**src/rtl/dmem_access_unit.sv**
```systemverilog
// Data-memory initiator: takes one load/store request at a time, strobes the
// memory for a single cycle, waits out the read latency and returns the response.
module dmem_access_unit #(
    parameter int ADDR_W = 6,
    parameter int DATA_W = 16,
    parameter int DEPTH  = 32,
    parameter int RD_LAT = 1
) (
    input  logic              clk,
    input  logic              rst_n,
    input  logic              req_valid_i,
    output logic              req_ready_o,
    input  logic              req_we_i,
    input  logic [ADDR_W-1:0] req_addr_i,
    input  logic [DATA_W-1:0] req_wdata_i,
    output logic              rsp_valid_o,
    input  logic              rsp_ready_i,
    output logic [DATA_W-1:0] rsp_rdata_o,
    output logic              rsp_err_o,
    output logic              mem_en_o,
    output logic              mem_read_o,
    output logic [ADDR_W-1:0] mem_addr_o,
    output logic [DATA_W-1:0] mem_wdata_o,
    input  logic [DATA_W-1:0] mem_rdata_i,
    output logic              busy_o,
    output logic [1:0]        state_o
);

    // Handshakes: a transfer happens on a rising edge where valid and ready are
    // both high; valid never waits on ready, and a response stays stable until taken.

    localparam int CNT_W = (RD_LAT < 1) ? 1 : $clog2(RD_LAT + 1);
    localparam logic [ADDR_W:0] DEPTH_C = (ADDR_W + 1)'(DEPTH);

    typedef enum logic [1:0] {
        IDLE  = 2'd0,
        ISSUE = 2'd1,
        WAIT  = 2'd2,
        RESP  = 2'd3
    } state_t;

    state_t            state_q, state_d;
    logic              we_q, we_d;
    logic [ADDR_W-1:0] addr_q, addr_d;
    logic [DATA_W-1:0] wdata_q, wdata_d;
    logic [CNT_W-1:0]  cnt_q, cnt_d;
    logic [DATA_W-1:0] rdata_q, rdata_d;
    logic              err_q, err_d;
    logic              out_of_range;

    assign out_of_range = {1'b0, req_addr_i} >= DEPTH_C;

    always_ff @(posedge clk or negedge rst_n) begin
        if (!rst_n) begin
            state_q <= IDLE;
            we_q    <= 1'b0;
            addr_q  <= '0;
            wdata_q <= '0;
            cnt_q   <= '0;
            rdata_q <= '0;
            err_q   <= 1'b0;
        end else begin
            state_q <= state_d;
            we_q    <= we_d;
            addr_q  <= addr_d;
            wdata_q <= wdata_d;
            cnt_q   <= cnt_d;
            rdata_q <= rdata_d;
            err_q   <= err_d;
        end
    end

    always_comb begin
        state_d = state_q;
        we_d    = we_q;
        addr_d  = addr_q;
        wdata_d = wdata_q;
        cnt_d   = cnt_q;
        rdata_d = rdata_q;
        err_d   = err_q;
        case (state_q)
            IDLE: begin
                if (req_valid_i) begin
                    we_d = req_we_i;
                    if (out_of_range) begin
                        // Out-of-range requests never reach the memory pins.
                        err_d   = 1'b1;
                        rdata_d = '0;
                        state_d = RESP;
                    end else begin
                        addr_d  = req_addr_i;
                        wdata_d = req_wdata_i;
                        err_d   = 1'b0;
                        state_d = ISSUE;
                    end
                end
            end
            ISSUE: begin
                if (RD_LAT == 0) begin
                    rdata_d = we_q ? wdata_q : mem_rdata_i;
                    state_d = RESP;
                end else begin
                    cnt_d   = CNT_W'(RD_LAT);
                    state_d = WAIT;
                end
            end
            WAIT: begin
                if (cnt_q == CNT_W'(1)) begin
                    rdata_d = we_q ? wdata_q : mem_rdata_i;
                    state_d = RESP;
                end else begin
                    cnt_d = cnt_q - CNT_W'(1);
                end
            end
            RESP: begin
                if (rsp_ready_i) begin
                    rdata_d = '0;
                    err_d   = 1'b0;
                    state_d = IDLE;
                end
            end
            default: state_d = IDLE;
        endcase
    end

    // Ready is gated by rst_n so nothing is accepted while reset is held.
    assign req_ready_o = (state_q == IDLE) && rst_n;
    assign rsp_valid_o = (state_q == RESP);
    assign rsp_rdata_o = rdata_q;
    assign rsp_err_o   = err_q;
    assign mem_en_o    = (state_q == ISSUE);
    assign mem_read_o  = (state_q == ISSUE) ? ~we_q : 1'b1;
    assign mem_addr_o  = addr_q;
    assign mem_wdata_o = wdata_q;
    assign busy_o      = (state_q != IDLE);
    assign state_o     = state_q;

endmodule

```
**config.mk**
```make
export PLATFORM = sky130hd
export DESIGN_NAME = dmem_access_unit
export DESIGN_NICKNAME = d
export VERILOG_FILES = /design/src/rtl/dmem_access_unit.sv
export SDC_FILE = /design/constraint.sdc
export NUM_CORES = 1
export LEC_CHECK = 0
export CELL_PAD_IN_SITES_DETAIL_PLACEMENT = 2
export CELL_PAD_IN_SITES_GLOBAL_PLACEMENT = 2
export CORE_MARGIN = 5
export CORE_UTILIZATION = 29
export CTS_CLUSTER_SIZE = 10
export DETAILED_ROUTE_END_ITERATION = 6
export PLACE_DENSITY_LB_ADDON = 0.1
export SLEW_MARGIN = 40
export SYNTH_ARGS = -nofsm -noshare
export SYNTH_HDL_FRONTEND = slang
export SYNTH_SLANG_ARGS = --single-unit
export TNS_END_PERCENT = 50
```
**constraint.sdc**
```tcl
create_clock -name clk -period 5.7 [get_ports clk]
set_clock_uncertainty 0.15 [all_clocks]
set_input_delay 1.425 -clock clk [delete_from_list [all_inputs] [get_ports clk]]
set_output_delay 1.425 -clock clk [all_outputs]
set_load 0.05 [all_outputs]
```
# Word level (Yosys, flattened, before mapping)
# Cells that the tools add are included.
# totals
ff_bits,43
inputBits,43
output_inout_bits,46
elab_cells,47
# op_classes
n_addsub,1
order_cmp,1
eq_ne,7
mux,18
n_bitwise,2
n_reduce_logical,11
# ops
op,n
two-way mux 16 bit,5
one-hot mux 16 bit (3 select lines),1
AND reduction 3 bit,3
two-way mux 2 bit,4
one-hot mux 2 bit (4 select lines),1
>= comparator 6 bit (second input constant),1
!= test 2 bit (second input constant),3
nonzero test 2 bit,3
two-way mux 1 bit,5
AND reduction 5 bit,1
equality test 2 bit (second input constant),2
one-hot mux 1 bit (2 select lines),2
nonzero test 3 bit,1
equality test 2 x 1 -> 1 bit (second input constant),1
zero test 2 bit,1
!= test 2 x 1 -> 1 bit (second input constant),1
NOT 1 bit,2
AND reduction 2 bit,1
logical AND 1 bit,1
subtractor 1 bit (second input constant),1

# Longest topological paths before layout
# depth
depth_word,4
mapped_depth,8
mapped_depth_nobuf,6

# Worst setup path after synthesis
# Ideal clock, no wire load.
# synth_path
kind,in2out
start,input rst_n
end,output req_ready_o
t_arrival_ns,1.837
t_required_ns,4.125
slack_ns,2.288
path_stages,1
n_path_buf,0
cell_sequence,and2_1
# synth_between
elab_chain_cells,1
# synth_lines
item,line_no,source
from (decl),10,"input logic rst_n,"
logical AND 1 bit,127,assign req_ready_o = (state_q == IDLE) && rst_n;
to (decl),12,"output logic req_ready_o,"
# No other way between the ends.

# Final worst setup path
# Same ends and word-level chain as after synthesis.

==> flow_metrics.env <==
export IMPL_finalSetupTns_ps=0
export IMPL_postRouteAntennaNets=0
export IMPL_grt_ovfl_total=0
export IMPL_drt_pass1_iter_count=3
export IMPL_place_ws_ps=1700
export IMPL_grt_pass1_vias=1728
export IMPL_clockBufferDepth=2
export IMPL_post_route_util_pct=45.3
export IMPL_worstSetupPathType="in2out"
export IMPL_post_cts_resized=0
export IMPL_die_w_microns=94.1
export IMPL_dp_hpwl_microns=4280
export IMPL_clock_sinks=43
export IMPL_netlist_area_sq_um=2050
export IMPL_min_path_type="reg2reg"
export IMPL_power_density_nw_per_um2=628
export IMPL_finalPower_uw=1950
export IMPL_p_leak_uw=0.00135
export IMPL_hold_viol_final=0
export IMPL_crit_reg2reg_launch="state_o[0]$_DFFE_PN0P_"
export IMPL_final_min_clock_period_ps=4000
export IMPL_seq_area_sq_um=1080
export IMPL_post_route_period_util_pct=70.2
export IMPL_yosysSeqAreaShare_pct=52.5
export IMPL_htreeDepth=2
export IMPL_vias_per_cell=4.42
export IMPL_ys_seq_elements=43
export IMPL_synth_cells=147
export IMPL_postCtsSetupBuffers=0
export IMPL_worstMarginPinSlew_ps=625
export IMPL_min_from="cnt_q$_DFFE_PN0P_"
export IMPL_r2r_end="rsp_rdata_o[12]$_DFFE_PN0P_"
export IMPL_port_buffers=88
export IMPL_rsz0062_at_grt="no"
export IMPL_reg2reg_depth=6
export IMPL_drive_above_1_share_pct=21.9
export IMPL_maxSlewHeadroom_pct=58.3
export IMPL_crit_fanout=2
export IMPL_yosysWarnings=0
export IMPL_area_growth_pct=50.9
export IMPL_whs_path_depth=1
export IMPL_crit_arrival_ps=2430
export IMPL_slew_violations=0
export IMPL_clkLatencyLatePin_ps=300
export IMPL_fp_coreArea_sq_um=6830
export IMPL_end_kind="primary output"
export IMPL_syn_nets=194
export IMPL_insertedDiodeCount=0
export IMPL_finalNetCount=283
export IMPL_wl_per_cell_microns=17.4
export IMPL_grt_total_usage_pct=13.5
export IMPL_num_vias=1473
export IMPL_path_clk_slew_ps=70
export IMPL_setup_viol=0
export IMPL_max_cap_violations=0
export IMPL_start_util_pct=30.0
export IMPL_cts_made_buffers=5
export IMPL_rows=30
export IMPL_die_h_microns=94.1
export IMPL_place_congestion=0.709
export IMPL_multi_input_area_sq_um=918
export IMPL_syn_avg_cell_area_sq_um=14.0
export IMPL_antenna_found_initial=0
export IMPL_grt_max_degree=44
export IMPL_nFillCells=692
export IMPL_cts_root_buffer="clkbuf_8"
export IMPL_cts_tree="done"
export IMPL_totalWireLength_microns=5780
export IMPL_vdd_drop_max_v=0.000230
export IMPL_worst_slack_ps=1700
export IMPL_r2r_slack_ps=3320
export IMPL_whs_endpoint="cnt_q$_DFFE_PN0P_"
export IMPL_ios=89
export IMPL_drcViolationCount=0
export IMPL_cts_hold_buf=0
export IMPL_status="finished clean"
export IMPL_hold_slack_ps=336
export IMPL_fmax_mhz=250
export IMPL_die_area_sq_um=8850
export IMPL_drt_iter0_drc=18
export IMPL_cp_required_ps=4120
export IMPL_netlist_cell_type_count=22
export IMPL_cp_start_kind="input pin"
export IMPL_grt_pass1_wl_microns=9150
## state kept, by name, summed over array words and instances, names as in the netlist
signal and flops:
state_o 2, cnt_q 1, we_q 1, rsp_err_o 1, mem_wdata_o 16, mem_addr_o 6, rsp_rdata_o 16
## per-layer routing
metal	global-route usage (%)	vias to the layer above	routed length, microns
met4	3.61	0	65
met5	0	-	0
li1	-	679	-
met1	15.6	730	2410
met3	6.17	7	497
met2	22.6	57	2810
## report_power, final
part	switching (uW)	internal (uW)
Clock	103	86.1
Combinational	712	502
Sequential	117	425
Total	931	1010
## synthesized netlist by cell type (all sizes together)
library cell / count / area, sq um
mux2i: 17 / 170
nor2b: 19 / 126
nor3: 1 / 16.3
nor2: 1 / 3.75
clkbuf: 1 / 3.75
and2: 2 / 12.5
a2bb2oi: 1 / 8.76
o21ai: 2 / 10.0
a21oi: 2 / 10.0
nand2: 3 / 18.8
dfrtp: 43 / 1080
or2: 1 / 6.26
buf: 6 / 42.5
nand3: 1 / 5.00
ha: 4 / 50.1
inv: 4 / 15.0
mux2: 38 / 465
o32a: 1 / 10.0
## through the flow
step           cells  instance area [sq um]
4_1_cts          333                   3100
3_3_place_gp     325                   3010
2_1_floorplan    147                   2050
5_1_grt          333                   3100
6_report         333                   3100
3_5_place_dp     325                   3010
## cells by family after synthesis
family	after synthesis	synth area share [%]
DFF	43	52.5
and+or+nand+nor	28	9.21
buffers and inverters	11	2.99
muxes	55	31.0
AOI/OAI and AO/OA	6	1.89
adders and majority gates	4	2.44
## final cells by class
cell class              count  share of cell area (%)
inverters                   4                   0.485
clock buffers               7                    2.47
flip-flops and latches     43                    34.8
well taps                  96                    3.88
repair buffers             89                    28.5
clock inverters             1                   0.162
multi-input cells          93                    29.7
## cell usage in the layout, fill, tap and decap left out, types with 4 or more instances in the layout
cell and instances:
dfrtp_1 42, mux2_4 10, mux2_2 28, clkdlybuf4s50_1 87
ha_1 4, inv_1 4, mux2i_1 17, nor2b_1 18
clkbuf_8 5
## worst max path at each step
stage,from,to,slack [ps],depth (start not counted)
detailed placement,rst_n,req_ready_o,1700,3
global route,rst_n,req_ready_o,1680,3
CTS,rst_n,req_ready_o,1690,3
floorplan,rst_n,req_ready_o,2290,1
global placement,rst_n,req_ready_o,1690,3
finish,rst_n,req_ready_o,1700,3
## worst max-delay path, cell delays in order
cell and delay [ps]:
buf_2 90, and2_1 120, clkdlybuf4s50_1 800
Note: power is estimated with default switching activity, not from simulation.
==> variant 1 (same flow settings) <==
Change the parameter `DATA_W` from 16 to 32.
--- a/src/rtl/dmem_access_unit.sv
+++ b/src/rtl/dmem_access_unit.sv
@@ -4,3 +4,3 @@
     parameter int ADDR_W = 6,
-    parameter int DATA_W = 16,
+    parameter int DATA_W = 32,
     parameter int DEPTH  = 32,
Ports: changed (resized mem_rdata_i, mem_wdata_o, req_wdata_i and rsp_rdata_o); port bits go from 89 to 153. The function was not compared with the original's and may differ.
==> variant 1 against the original RTL <==
  * First-iteration DRC count rose to 3.9 times the old value
  * Routed wire length up 82%
  * Highest routed layer unchanged
  * Sequential cell count rose by 32
  * Critical endpoint unchanged
  * Utilization is 0.25 points lower
  * Cell area up 82%
  * Total power is 90% higher
  * Setup slack got worse by 28 ps
  * Synthesized area increased by 78%
==> variant 1: results (changes against the original RTL) <==
| Metric | Value |
|---|---|
| Synth unique cells | `28 (+27%)` |
| Synth cell count leaders | `75 x dfrtp_1, 35 x mux2_2, 34 x mux2i_1, 32 x nor2b_1, 30 x mux2_4` |
| WP data arrival | `2460 ps (+30 ps)` |
| Fin cells | `582 (+75%)` |
| Setup Slack @ Placement | `1650 ps (-41.5 ps)` |
| Rel. slew slack | `52.1% (-6.2 points)` |
| Routed wire length | `10,500 um (+82%)` |
| Synth Flop Type | `dfrtp_1` |
| Initial DRC Count | `70 (+52)` |
| Syn nets | `333 (+72%)` |
| Placed cells | `566 (+74%)` |
| Fmax | `248 MHz (-0.69%)` |
| Hold Path Depth | `1 (unchanged)` |
| Register-to-register setup slack | `3240 ps (-80 ps)` |
| Wl on met1 | `4110 um (+71%)` |
| P_sw | `1.62 mW (+74%)` |
| Largest net degree at the start of global routing | `76 (+73%)` |
| Flop pwr share | `23.9% (-4.0 points)` |
| Met2 wire length | `5350 um (+90%)` |
| Gpl congestion | `0.649 (-8.5%)` |
| DPL Wire Length | `7320 um (+71%)` |
| Worst skew pair latency | `330 ps (+30 ps)` |
| Ranking of synthesized cells by area | `dfrtp_1 51%, mux2_4 12%, mux2_2 11%` |
| Hold slack | `334 ps (-2.13 ps)` |
| NumNets Final | `485 (+71%)` |
| H-tree depth | `3 (+1)` |
| Layout cell share with drive strength beyond 1 | `22.4% (+0.50 points)` |
| PD cells | `654 nW/um2 (+4.1%)` |
| DP Area | `5300 um2 (+76%)` |
| Clk Tree Root Cell | `clkbuf_16` |
| First-pass GRT wire length | `16,600 um (+82%)` |
| Register area share after synthesis | `51.3% (-1.2 points)` |
| Initial antenna violation count | `0 (unchanged)` |
| Clk. pwr | `657 uW (+250%)` |
| CTS buffer count | `9 (+4)` |
| VDD IR-drop max | `0.257 mV (+11%)` |
| Leakage | `2.48 nW (+84%)` |
| Status | `finished, final reports clean` |
| DR vias | `2,559 (+74%)` |
| Reg2Reg Capture Point | `rsp_rdata_o[4]` |
| DR WL met3 | `864 um (+74%)` |
| R2R cell count | `7 (+1)` |
| Cells after Synth | `253 (+72%)` |
## variant 1: changes by cell type after synthesis, sizes merged, moves of 2 or more
cell / change
dfrtp: +32
mux2: +32
mux2i: +17
nor2b: +13
buf: +5
clkbuf: +2
## variant 1: kinds of logic after synthesis
family	Yosys count	synth area share (%)
AOI/OAI and AO/OA	7	1.61
adders and majority gates	5	1.71
buffers and inverters	19	4.17
DFF	75	51.3
muxes	104	33.9
and+or+nand+nor	43	7.25
## variant 1: cell type report
class | instances | area [um2]
tap | 172 | 215
sequential | 75 | 1880
fill | 1266 | 6880
timing repair buffer | 155 | 1550
clock inverter | 5 | 100
multi-input combinational | 159 | 1640
clock buffer | 11 | 243
inverter | 5 | 18.8
## variant 1: critical path, delay by kind of cell
| family | cells | cell delay (ps) |
|---|---|---|
| buf+inv | 2 | 890 |
| simple gates | 1 | 130 |
## variant 1: per-layer routing
layer	vias up	track usage, %
met5	-	0
met4	0	6.30
met3	14	5.76
met2	79	24.3
met1	1289	17.0
li1	1177	-
==> variant 2 (same flow settings) <==
Without the edit above. Register the output `rsp_err_o` once more, with the module's reset; this adds one clock of latency there. The other outputs are not delayed to match.
--- a/src/rtl/dmem_access_unit.sv
+++ b/src/rtl/dmem_access_unit.sv
@@ -129,3 +129,9 @@
     assign rsp_rdata_o = rdata_q;
-    assign rsp_err_o   = err_q;
+    always_ff @(posedge clk or negedge rst_n) begin
+        if (!rst_n) begin
+            rsp_err_o <= '0;
+        end else begin
+            rsp_err_o <= err_q;
+        end
+    end
     assign mem_en_o    = (state_q == ISSUE);
Function: changed (Yosys sat finds a counterexample within 4 cycles, from zero or initial values and one cycle with rst_n low).
==> variant 2 against the original RTL <==
  * Routed wire length rose by 2.8%
  * Final cell count did not move
  * Total power rose by 5.5%
  * Sequential cell count rose by 1
  * Setup slack improved by 3.0 ps
  * Cell area rose by 2.3%
  * Synthesized area rose by 1.2%
  * Critical path type unchanged
  * Critical endpoint unchanged
==> variant 2: results (changes against the original RTL) <==
| Metric | Value |
|---|---|
| Met1 Use GR | `16.0% (+0.42 points)` |
| Ranking of synthesized cells by area | `dfrtp_1 53%, mux2_2 15%, mux2i_1 8.2%` |
| DR pass1 iterations | `4 (+1)` |
| Drt wl/cell | `17.8 um (+2.8%)` |
| Leakage | `1.38 nW (+2.6%)` |
| Largest net degree at the start of global routing | `45 (+2.3%)` |
| Synth Area in Compound Gates | `1.87% (-0.023 points)` |
| Rel. slew slack | `55.5% (-2.8 points)` |
| GR Util met3 | `5.42% (-0.75 points)` |
| Hold Path Depth | `0 (-1)` |
| Sw Ratio | `45.7% (-2.1 points)` |
| Status | `finished, final reports clean` |
| Gpl congestion | `0.737 (+4.0%)` |
| Met2 usage | `23.9% (+1.2 points)` |
| Layout cell share with drive strength beyond 1 | `22.4% (+0.42 points)` |
| Mux cell area share after synthesis | `30.6% (-0.37 points)` |
| NumNets Final | `284 (+0.35%)` |
| Vias in the first global route | `1,790 (+3.6%)` |
| Global-route usage over all layers | `14.0% (+0.42 points)` |
| Synth cell count leaders | `44 x dfrtp_1, 28 x mux2_2, 18 x nor2b_1, 17 x mux2i_1, 10 x mux2_4` |
| Syn nets | `195 (+0.52%)` |
| Met2 wire length | `3000 um (+6.7%)` |
| First-pass GRT wire length | `9550 um (+4.4%)` |
| Register area share after synthesis | `53.0% (+0.57 points)` |
| Avg Vias per Cell | `4.44 (+0.34%)` |
| Initial DRC Count | `19 (+1)` |
| DPL Wire Length | `4320 um (+0.77%)` |
| Wl on met1 | `2350 um (-2.5%)` |
==> variant 2: logic make-up (layout without fill, tap and decap cells) <==
logic type / count (synthesis) / in the layout
multiplexers: 55 / 55
flip-flops: 44 / 44
AND/OR/NAND/NOR: 28 / 28
buffers and inverters: 11 / 100
AO/OA/AOI/OAI: 6 / 6
adder cells (fa/ha/maj): 4 / 4
==> variant 2: metrics by stage <==
step | utilization [%] | area (um2) | cells | setup WS (ps) | hold slack (ps)
finish | 46.1 | 3170 | 333 | 1700 | 259
global route | 46.1 | 3170 | 333 | 1670 | 278
CTS | 46.1 | 3170 | 333 | 1690 | 263
detailed placement | 44.2 | 3040 | 326 | 1700 | 244
global placement | 44.2 | 3030 | 326 | 1690 | 242
floorplan | - | 2080 | 148 | 2290 | 219
==> variant 2: path summary, 6_finish.rpt <==
check	startpoint	endpoint	slack, ps
max	rst_n	req_ready_o	1700
min	err_q	rsp_err_o	260
max reg2reg	state_o[0]	rsp_rdata_o[12]	3300
min reg2reg	err_q	rsp_err_o	260
max in group asynchronous	rst_n	we_q	3910
min in group asynchronous	rst_n	mem_wdata_o[1]	1080
==> variant 2: layout make-up <==
type	count	area, um2	area share (%)
timing repair buffer	89	883	27.9
inverter	4	15.0	0.474
multi-input combinational	93	918	29.0
sequential	44	1100	34.8
clock buffer	5	68.8	2.17
tap	96	120	3.79
clock inverter	2	60.1	1.90
==> variant 2: power groups by stage <==
stage | clock (mW) | sequential, mW | combinational, mW
final | 0.277 | 0.553 | 1.22
after global routing | 0.305 | 0.574 | 1.29
after CTS | 0.292 | 0.557 | 1.24
after detailed placement | 0 | 0.563 | 1.24
after global placement | 0 | 0.547 | 1.22
after floorplan | 0 | 0.909 | 0.499
==> variant 2: critical path, delay by kind of cell <==
family / cells / cell delay (ps)
simple gates: 1 / 110
buf+inv: 2 / 890
